## src/rtl/irda_pkg.sv

```systemverilog
// Shared definitions for the IrDA transmit scheduler: FSM state encoding,
// byte width and width helpers for pointer/counter registers.
package irda_pkg;

    localparam int IRDA_BYTE_W = 8;

    typedef enum logic [1:0] {
        ST_IDLE = 2'b00,
        ST_LOAD = 2'b01,
        ST_SEND = 2'b10,
        ST_TURN = 2'b11
    } irda_state_e;

    // Ceiling log2; clog2(1) = 0.
    function automatic int clog2(input int value);
        int r;
        r = 0;
        while ((1 << r) < value) begin
            r = r + 1;
        end
        return r;
    endfunction

    // Register width able to hold 0..value-1, never narrower than one bit.
    function automatic int idx_w(input int value);
        return (value <= 1) ? 1 : clog2(value);
    endfunction

endpackage

```

## src/rtl/irda_rr_arbiter.sv

```systemverilog
// Combinational round-robin winner select. Search starts one past the
// last-granted pointer and wraps; the first asserted request wins.
// The pointer itself is owned and updated by the scheduler.
module irda_rr_arbiter
    import irda_pkg::*;
#(
    parameter int NUM_REQ = 4,
    parameter int PTR_W   = idx_w(NUM_REQ)
) (
    input  logic [NUM_REQ-1:0] req_i,
    input  logic [PTR_W-1:0]   ptr_i,
    output logic [PTR_W-1:0]   winner_o,
    output logic               valid_o
);

    localparam int            CW1 = PTR_W + 1;
    localparam logic [CW1-1:0] NR = CW1'(NUM_REQ);

    logic [CW1-1:0] cand;

    // Scan from the farthest candidate back to ptr+1 so the nearest set request wins.
    always_comb begin
        valid_o  = 1'b0;
        winner_o = '0;
        cand     = '0;
        for (int i = NUM_REQ; i >= 1; i--) begin
            cand = {1'b0, ptr_i} + CW1'(i);
            if (cand >= NR) begin
                cand = cand - NR;
            end
            if (req_i[cand[PTR_W-1:0]]) begin
                valid_o  = 1'b1;
                winner_o = cand[PTR_W-1:0];
            end
        end
    end

endmodule

```

## src/rtl/irda_tx_scheduler.sv

```systemverilog
// Shares one IrDA transmitter among NUM_REQ byte requesters.
// Round-robin grant, one frame per grant, no grant while the receiver is
// mid-frame, and the receiver is muted from LOAD through a TURN_CYCLES guard
// after tx_done so it never decodes its own echo.
// Optional SEND watchdog: define IRDA_SCHED_TIMEOUT_EN to enable it; without
// the macro err is tied low and SEND waits for tx_done indefinitely.
// Handshake: req is a level held by the requester until its gnt pulse; gnt and
// tx_load are one-cycle pulses in the same cycle with tx_data valid alongside;
// tx_done is a one-cycle pulse only honoured in SEND.
module irda_tx_scheduler
    import irda_pkg::*;
#(
    parameter int NUM_REQ        = 4,
    parameter int TURN_CYCLES    = 16,
    parameter int TIMEOUT_CYCLES = 65535
) (
    input  logic                           clk,
    input  logic                           rst,
    input  logic                           ena,
    input  logic [NUM_REQ-1:0]             req,
    input  logic [NUM_REQ*IRDA_BYTE_W-1:0] data_in,
    output logic [NUM_REQ-1:0]             gnt,
    input  logic                           rx_busy,
    input  logic                           tx_done,
    output logic                           tx_load,
    output logic [IRDA_BYTE_W-1:0]         tx_data,
    output logic                           rx_mute,
    output logic                           err,
    output irda_state_e                    dbg_state_o,
    output logic [idx_w(NUM_REQ)-1:0]      dbg_ptr_o,
    output logic [idx_w(TURN_CYCLES)-1:0]  dbg_cnt_o
);

    localparam int PW = idx_w(NUM_REQ);
    localparam int CW = idx_w(TURN_CYCLES);
    localparam logic [CW-1:0] TURN_LOAD = CW'(TURN_CYCLES - 1);
    localparam logic [PW-1:0] PTR_RST   = PW'(NUM_REQ - 1);

    if (NUM_REQ < 1 || NUM_REQ > 8 || TURN_CYCLES < 1 || TIMEOUT_CYCLES < 1) begin : g_param_check
        $error("irda_tx_scheduler: parameter out of range");
    end

    irda_state_e            state_q;
    logic [PW-1:0]          ptr_q;
    logic [CW-1:0]          cnt_q;
    logic [IRDA_BYTE_W-1:0] tx_data_q;
    logic [NUM_REQ-1:0]     gnt_q;
    logic                   tx_load_q;
    logic                   rx_mute_q;

    logic [PW-1:0]          arb_winner;
    logic                   arb_valid;
    logic [IRDA_BYTE_W-1:0] sel_data_d;
    logic [NUM_REQ-1:0]     gnt_d;

`ifdef IRDA_SCHED_TIMEOUT_EN
    localparam int WW = idx_w(TIMEOUT_CYCLES);
    localparam logic [WW-1:0] WD_LAST = WW'(TIMEOUT_CYCLES - 1);
    logic [WW-1:0] wd_q;
    logic          err_q;
`endif

    irda_rr_arbiter #(
        .NUM_REQ (NUM_REQ),
        .PTR_W   (PW)
    ) u_arb (
        .req_i    (req),
        .ptr_i    (ptr_q),
        .winner_o (arb_winner),
        .valid_o  (arb_valid)
    );

    // Pick the winning requester's byte out of the packed data bus.
    always_comb begin
        sel_data_d = '0;
        for (int k = 0; k < NUM_REQ; k++) begin
            if (arb_winner == PW'(k)) begin
                sel_data_d = data_in[k*IRDA_BYTE_W +: IRDA_BYTE_W];
            end
        end
    end

    // One-hot grant for the requester latched in the pointer.
    always_comb begin
        gnt_d = '0;
        for (int k = 0; k < NUM_REQ; k++) begin
            if (ptr_q == PW'(k)) begin
                gnt_d[k] = 1'b1;
            end
        end
    end

    // Scheduler FSM; pulses default low every cycle so ena=0 forces them off.
    always_ff @(posedge clk) begin
        if (!rst) begin
            state_q   <= ST_IDLE;
            ptr_q     <= PTR_RST;
            cnt_q     <= '0;
            tx_data_q <= '0;
            gnt_q     <= '0;
            tx_load_q <= 1'b0;
            rx_mute_q <= 1'b0;
`ifdef IRDA_SCHED_TIMEOUT_EN
            wd_q      <= '0;
            err_q     <= 1'b0;
`endif
        end else begin
            gnt_q     <= '0;
            tx_load_q <= 1'b0;
`ifdef IRDA_SCHED_TIMEOUT_EN
            err_q     <= 1'b0;
`endif
            if (ena) begin
                case (state_q)
                    ST_IDLE: begin
                        // rx_busy blocks the grant even with requests pending
                        if (!rx_busy && arb_valid) begin
                            tx_data_q <= sel_data_d;
                            ptr_q     <= arb_winner;
                            rx_mute_q <= 1'b1;
                            state_q   <= ST_LOAD;
                        end
                    end
                    ST_LOAD: begin
                        tx_load_q <= 1'b1;
                        gnt_q     <= gnt_d;
                        state_q   <= ST_SEND;
`ifdef IRDA_SCHED_TIMEOUT_EN
                        wd_q      <= '0;
`endif
                    end
                    ST_SEND: begin
                        if (tx_done) begin
                            cnt_q   <= TURN_LOAD;
                            state_q <= ST_TURN;
                        end
`ifdef IRDA_SCHED_TIMEOUT_EN
                        else if (wd_q == WD_LAST) begin
                            err_q   <= 1'b1;
                            cnt_q   <= TURN_LOAD;
                            state_q <= ST_TURN;
                        end else begin
                            wd_q <= wd_q + 1'b1;
                        end
`endif
                    end
                    ST_TURN: begin
                        if (cnt_q == '0) begin
                            rx_mute_q <= 1'b0;
                            state_q   <= ST_IDLE;
                        end else begin
                            cnt_q <= cnt_q - 1'b1;
                        end
                    end
                    default: state_q <= ST_IDLE;
                endcase
            end
        end
    end

    assign gnt         = gnt_q;
    assign tx_load     = tx_load_q;
    assign tx_data     = tx_data_q;
    assign rx_mute     = rx_mute_q;
    assign dbg_state_o = state_q;
    assign dbg_ptr_o   = ptr_q;
    assign dbg_cnt_o   = cnt_q;

`ifdef IRDA_SCHED_TIMEOUT_EN
    assign err = err_q;
`else
    assign err = 1'b0;
`endif

endmodule

```

## config.mk

```make
export PLATFORM = sky130hd
export DESIGN_NAME = irda_tx_scheduler
export DESIGN_NICKNAME = d
export VERILOG_FILES = /design/src/rtl/irda_pkg.sv /design/src/rtl/irda_rr_arbiter.sv /design/src/rtl/irda_tx_scheduler.sv
export SDC_FILE = /design/constraint.sdc
export NUM_CORES = 1
export LEC_CHECK = 0
export ABC_AREA = 1
export CAP_MARGIN = 25
export CORE_ASPECT_RATIO = 1.2
export CORE_MARGIN = 1.5
export CORE_UTILIZATION = 45
export CTS_CLUSTER_DIAMETER = 40
export CTS_CLUSTER_SIZE = 30
export DETAILED_ROUTE_END_ITERATION = 12
export GPL_ROUTABILITY_DRIVEN = 0
export GPL_TIMING_DRIVEN = 1
export PLACE_DENSITY = 0.84
export SKIP_CTS_REPAIR_TIMING = 1
export SYNTH_ARGS = -nofsm -noshare
export SYNTH_HDL_FRONTEND = slang
export SYNTH_SLANG_ARGS = --single-unit
```

## constraint.sdc

```tcl
create_clock -name clk -period 4 [get_ports clk]
set_input_delay 0.8 -clock clk [delete_from_list [all_inputs] [get_ports clk]]
set_output_delay 0.8 -clock clk [all_outputs]
set_load 0.02 [all_outputs]
```

==> impl_metrics.py <==
metrics = {
    "synthesis": {
        "synthTopCellsByArea": "dfxtp_1, nand2_1, nand3_1",
        "syn_nets": 275,
        "netlist_instances": 225,
        "syn_avg_cell_area_um2": 6.751,
        "synth_area_um2": 1519,
        "yosysSeqAreaShare_pct": 29.00,
        "yosys_register_bits": 22,
        "synth_top_area_share_pct": 29.00,
        "ys.warnings.count": 0,
        "yosysTopAreaCell": "dfxtp_1",
        "yosysUniqueCellTypes": 31,
    },
    "floorplanning": {
        "die_y_um": 66.65,
        "io_pins": 64,
        "row_count": 22,
        "fp.coreArea_um2": 3138,
        "fp.dieArea_um2": 3734,
        "dieWidth_um": 56.04,
        "start_util_pct": 48.41,
    },
    "power_and_ir_drop": {
        "seqPwrFrac_pct": 32.0,
        "p_clk_share_pct": 20.3,
        "power.density_nw_per_um2": 377.3,
        "p_sw_share_pct": 38.40,
        "p_switching_w": 0.0003158,
        "total_power_w": 0.0008225,
        "peakVddDrop_mv": 0.3346,
        "p_int_w": 0.0005067,
        "leakagePower_nw": 1.002,
        "combPwrFrac_pct": 47.6,
    },
    "hold_path": {
        "min_to": "tx_data[2]$_SDFFE_PN0P_",
        "hold_class": "reg2reg",
        "min-delay-start": "tx_data[2]$_SDFFE_PN0P_",
        "worstHoldPathCells": 2,
    },
    "grt": {
        "grtUsageMet1_pct": 22.43,
        "grt-ovfl-total": 0,
        "grt_pass1_vias": 1436,
        "grt_pass1_wl_mm": 5.823,
        "use_met3_pct": 2.524,
        "grt_max_degree": 19,
        "antenna_found_initial": 0,
        "grt-busiest-layer": "met2",
        "globalRouteMet2Util_pct": 35.44,
        "grt_use_total_pct": 19.17,
    },
    "sta": {
        "fin_skew_ns": 0.009040,
        "finalMaxSlewViolations": 0,
        "hold_viol_final": 0,
        "max_freq_mhz": 378.1,
        "worst_pin_slew_ns": 0.6228,
        "finalCriticalPeriod_ns": 2.645,
        "fin_crit_sh_pct": 66.12,
        "slew_headroom_pct": 58.33,
        "setup_viol": 0,
        "fin_setup_tns_ns": 0,
        "rsz0062_at_grt": "no",
    },
    "route": {
        "drc": 0,
        "vias_per_cell": 4.913,
        "finalWirelength_mm": 3.305,
        "ant_nets": 0,
        "dr.pass1.iters": 4,
        "via_count": 1572,
        "drt_iter0_drc": 37,
        "drt-wirelength-per-cell_um": 10.33,
    },
    "finish": {
        "insertedDiodeCount": 0,
        "syn2layout_area_growth_pct": 43.49,
        "final_area_um2": 2180,
        "nFillCells": 273,
        "fin_nets": 335,
        "final_layout_size_suffix_gt1_share_pct": 9.507,
    },
    "critical_path": {
        "ff2ff_path_depth": 14,
        "worstSetupPathType": "reg2reg",
        "timing.rr.end": "tx_data[3]$_SDFFE_PN0P_",
        "reg2reg_setup_slack_ns": 1.36,
        "critPathLaunchType": "flop",
        "end_kind": "flop",
        "timing.rr.start": "dbg_ptr_o[0]$_SDFFE_PN1P_",
        "worstPathMaxFanout": 14,
        "crit_arrival_ns": 2.84,
        "required_ns": 4.19,
    },
    "cts": {
        "cts_max_level": 1,
        "numCtsBuffers": 3,
        "path_clk_slew_ns": 0.12,
        "clock_latency_ns": 0.31,
        "cts_root_buf": "clkbuf_4",
        "cts_tree": "built",
        "clock_sinks": 22,
        "cts_max_path_buffers": 2,
    },
    "run": {
        "drv_cap": 0,
    },
    "run_status": {
        "status": "finished clean",
    },
    "placement": {
        "dpl_cell_area_um2": 2127,
        "port-buffer-count": 62,
        "hpwlAfterDp_mm": 2.699,
    },
}
==> sequential cells by signal, summed over array words and instances, names as in the netlist <==
name,count
dbg_ptr_o,2
tx_load,1
dbg_state_o,2
rx_mute,1
dbg_cnt_o,4
gnt,4
tx_data,8
==> layer usage <==
layer	vias up	part of all wire (%)	wire length, um
met5	-	0	0
met4	0	0.82	27
met3	2	6.1	201
met2	51	50	1645
met1	678	43	1430
li1	841	-	-
==> cell usage in the layout, fill, tap and decap left out, drive strengths merged <==
cell type and n:
nand2 62, conb 1, nand4 8, clkbuf 3
o31ai 1, clkdlybuf4s50 62, a31oi 3, bufinv 1
nand3b 1, a21oi 14, o21a 1, nor2 11
ha 9, o21ai 17, dfxtp 22, or2 1
nand3 26, inv 39, nor3 1, a211oi 1
==> power groups by stage <==
stage / Combinational, W / Clock (W) / Sequential [W]
6_report: 0.000392 / 0.000167 / 0.000263
5_1_grt: 0.000437 / 0.000177 / 0.000267
4_1_cts: 0.000393 / 0.000171 / 0.000264
3_5_place_dp: 0.000392 / 0 / 0.000269
3_3_place_gp: 0.000388 / 0 / 0.000268
2_1_floorplan: 0.000261 / 0 / 0.000289
==> metrics by stage <==
step	instances	utilization (%)	hold slack (ns)	setup slack (ns)
floorplan	225	-	0.5413	1.922
global placement	316	67.78	0.4660	1.304
detailed placement	316	67.78	0.4710	1.189
CTS	320	69.46	0.4889	1.348
global route	320	69.46	0.4983	1.047
finish	320	69.46	0.4890	1.355
==> worst max path at each step <==
stage                               from                 endpoint  slack, ns  depth (start not counted)
4_1_cts        dbg_ptr_o[0]$_SDFFE_PN1P_  tx_data[3]$_SDFFE_PN0P_       1.35                         14
2_1_floorplan  dbg_ptr_o[0]$_SDFFE_PN1P_  tx_data[4]$_SDFFE_PN0P_       1.92                         15
5_1_grt        dbg_ptr_o[0]$_SDFFE_PN1P_  tx_data[3]$_SDFFE_PN0P_       1.05                         14
3_5_place_dp                      req[2]  tx_data[0]$_SDFFE_PN0P_       1.19                         12
6_report       dbg_ptr_o[0]$_SDFFE_PN1P_  tx_data[3]$_SDFFE_PN0P_       1.36                         14
3_3_place_gp                      req[0]  tx_data[0]$_SDFFE_PN0P_       1.30                         12
==> Yosys cell counts (all sizes together) <==
master  number
a211oi       1
a21oi       14
a31oi        3
buf          6
clkbuf       1
conb         1
dfxtp       22
ha           9
inv         39
nand2       62
nand3       26
nand3b       1
nand4        8
nor2        11
nor3         1
o21a         1
o21ai       17
o31ai        1
or2          1
==> cell type report <==
| type | count | area [um2] | share of cell area (%) |
|---|---|---|---|
| well taps | 36 | 45.04 | 2.067 |
| flip-flops and latches | 22 | 440.4 | 20.21 |
| multi-input cells | 157 | 872.1 | 40.01 |
| clock inverters | 1 | 30.03 | 1.378 |
| clock buffers | 3 | 22.52 | 1.033 |
| repair buffers | 62 | 620.6 | 28.47 |
| inverters | 39 | 148.9 | 6.831 |
==> worst max-delay path, cell delays in order (launching register included) <==
cell and delay [ns]:
dfxtp_1 0.73, inv_1 0.23, ha_1 0.38, inv_1 0.10
nand2_1 0.07, nand2_1 0.06, nand2_1 0.06, nand2_2 0.07
nand2_4 0.09, inv_2 0.21, nand2_4 0.14, o21ai_0 0.17
inv_1 0.06, nand2_1 0.07, a21oi_1 0.06
==> kinds of logic after synthesis <==
kind of cell / after synthesis / share of synthesized area, %
other: 1 / 0.2469
adders and majority gates: 9 / 7.414
AOI/OAI and AO/OA: 37 / 14.42
DFF: 22 / 28.99
and+or+nand+nor: 110 / 35.34
buffers and inverters: 46 / 13.59
No activity file was read; power rests on OpenSTA's default activity.
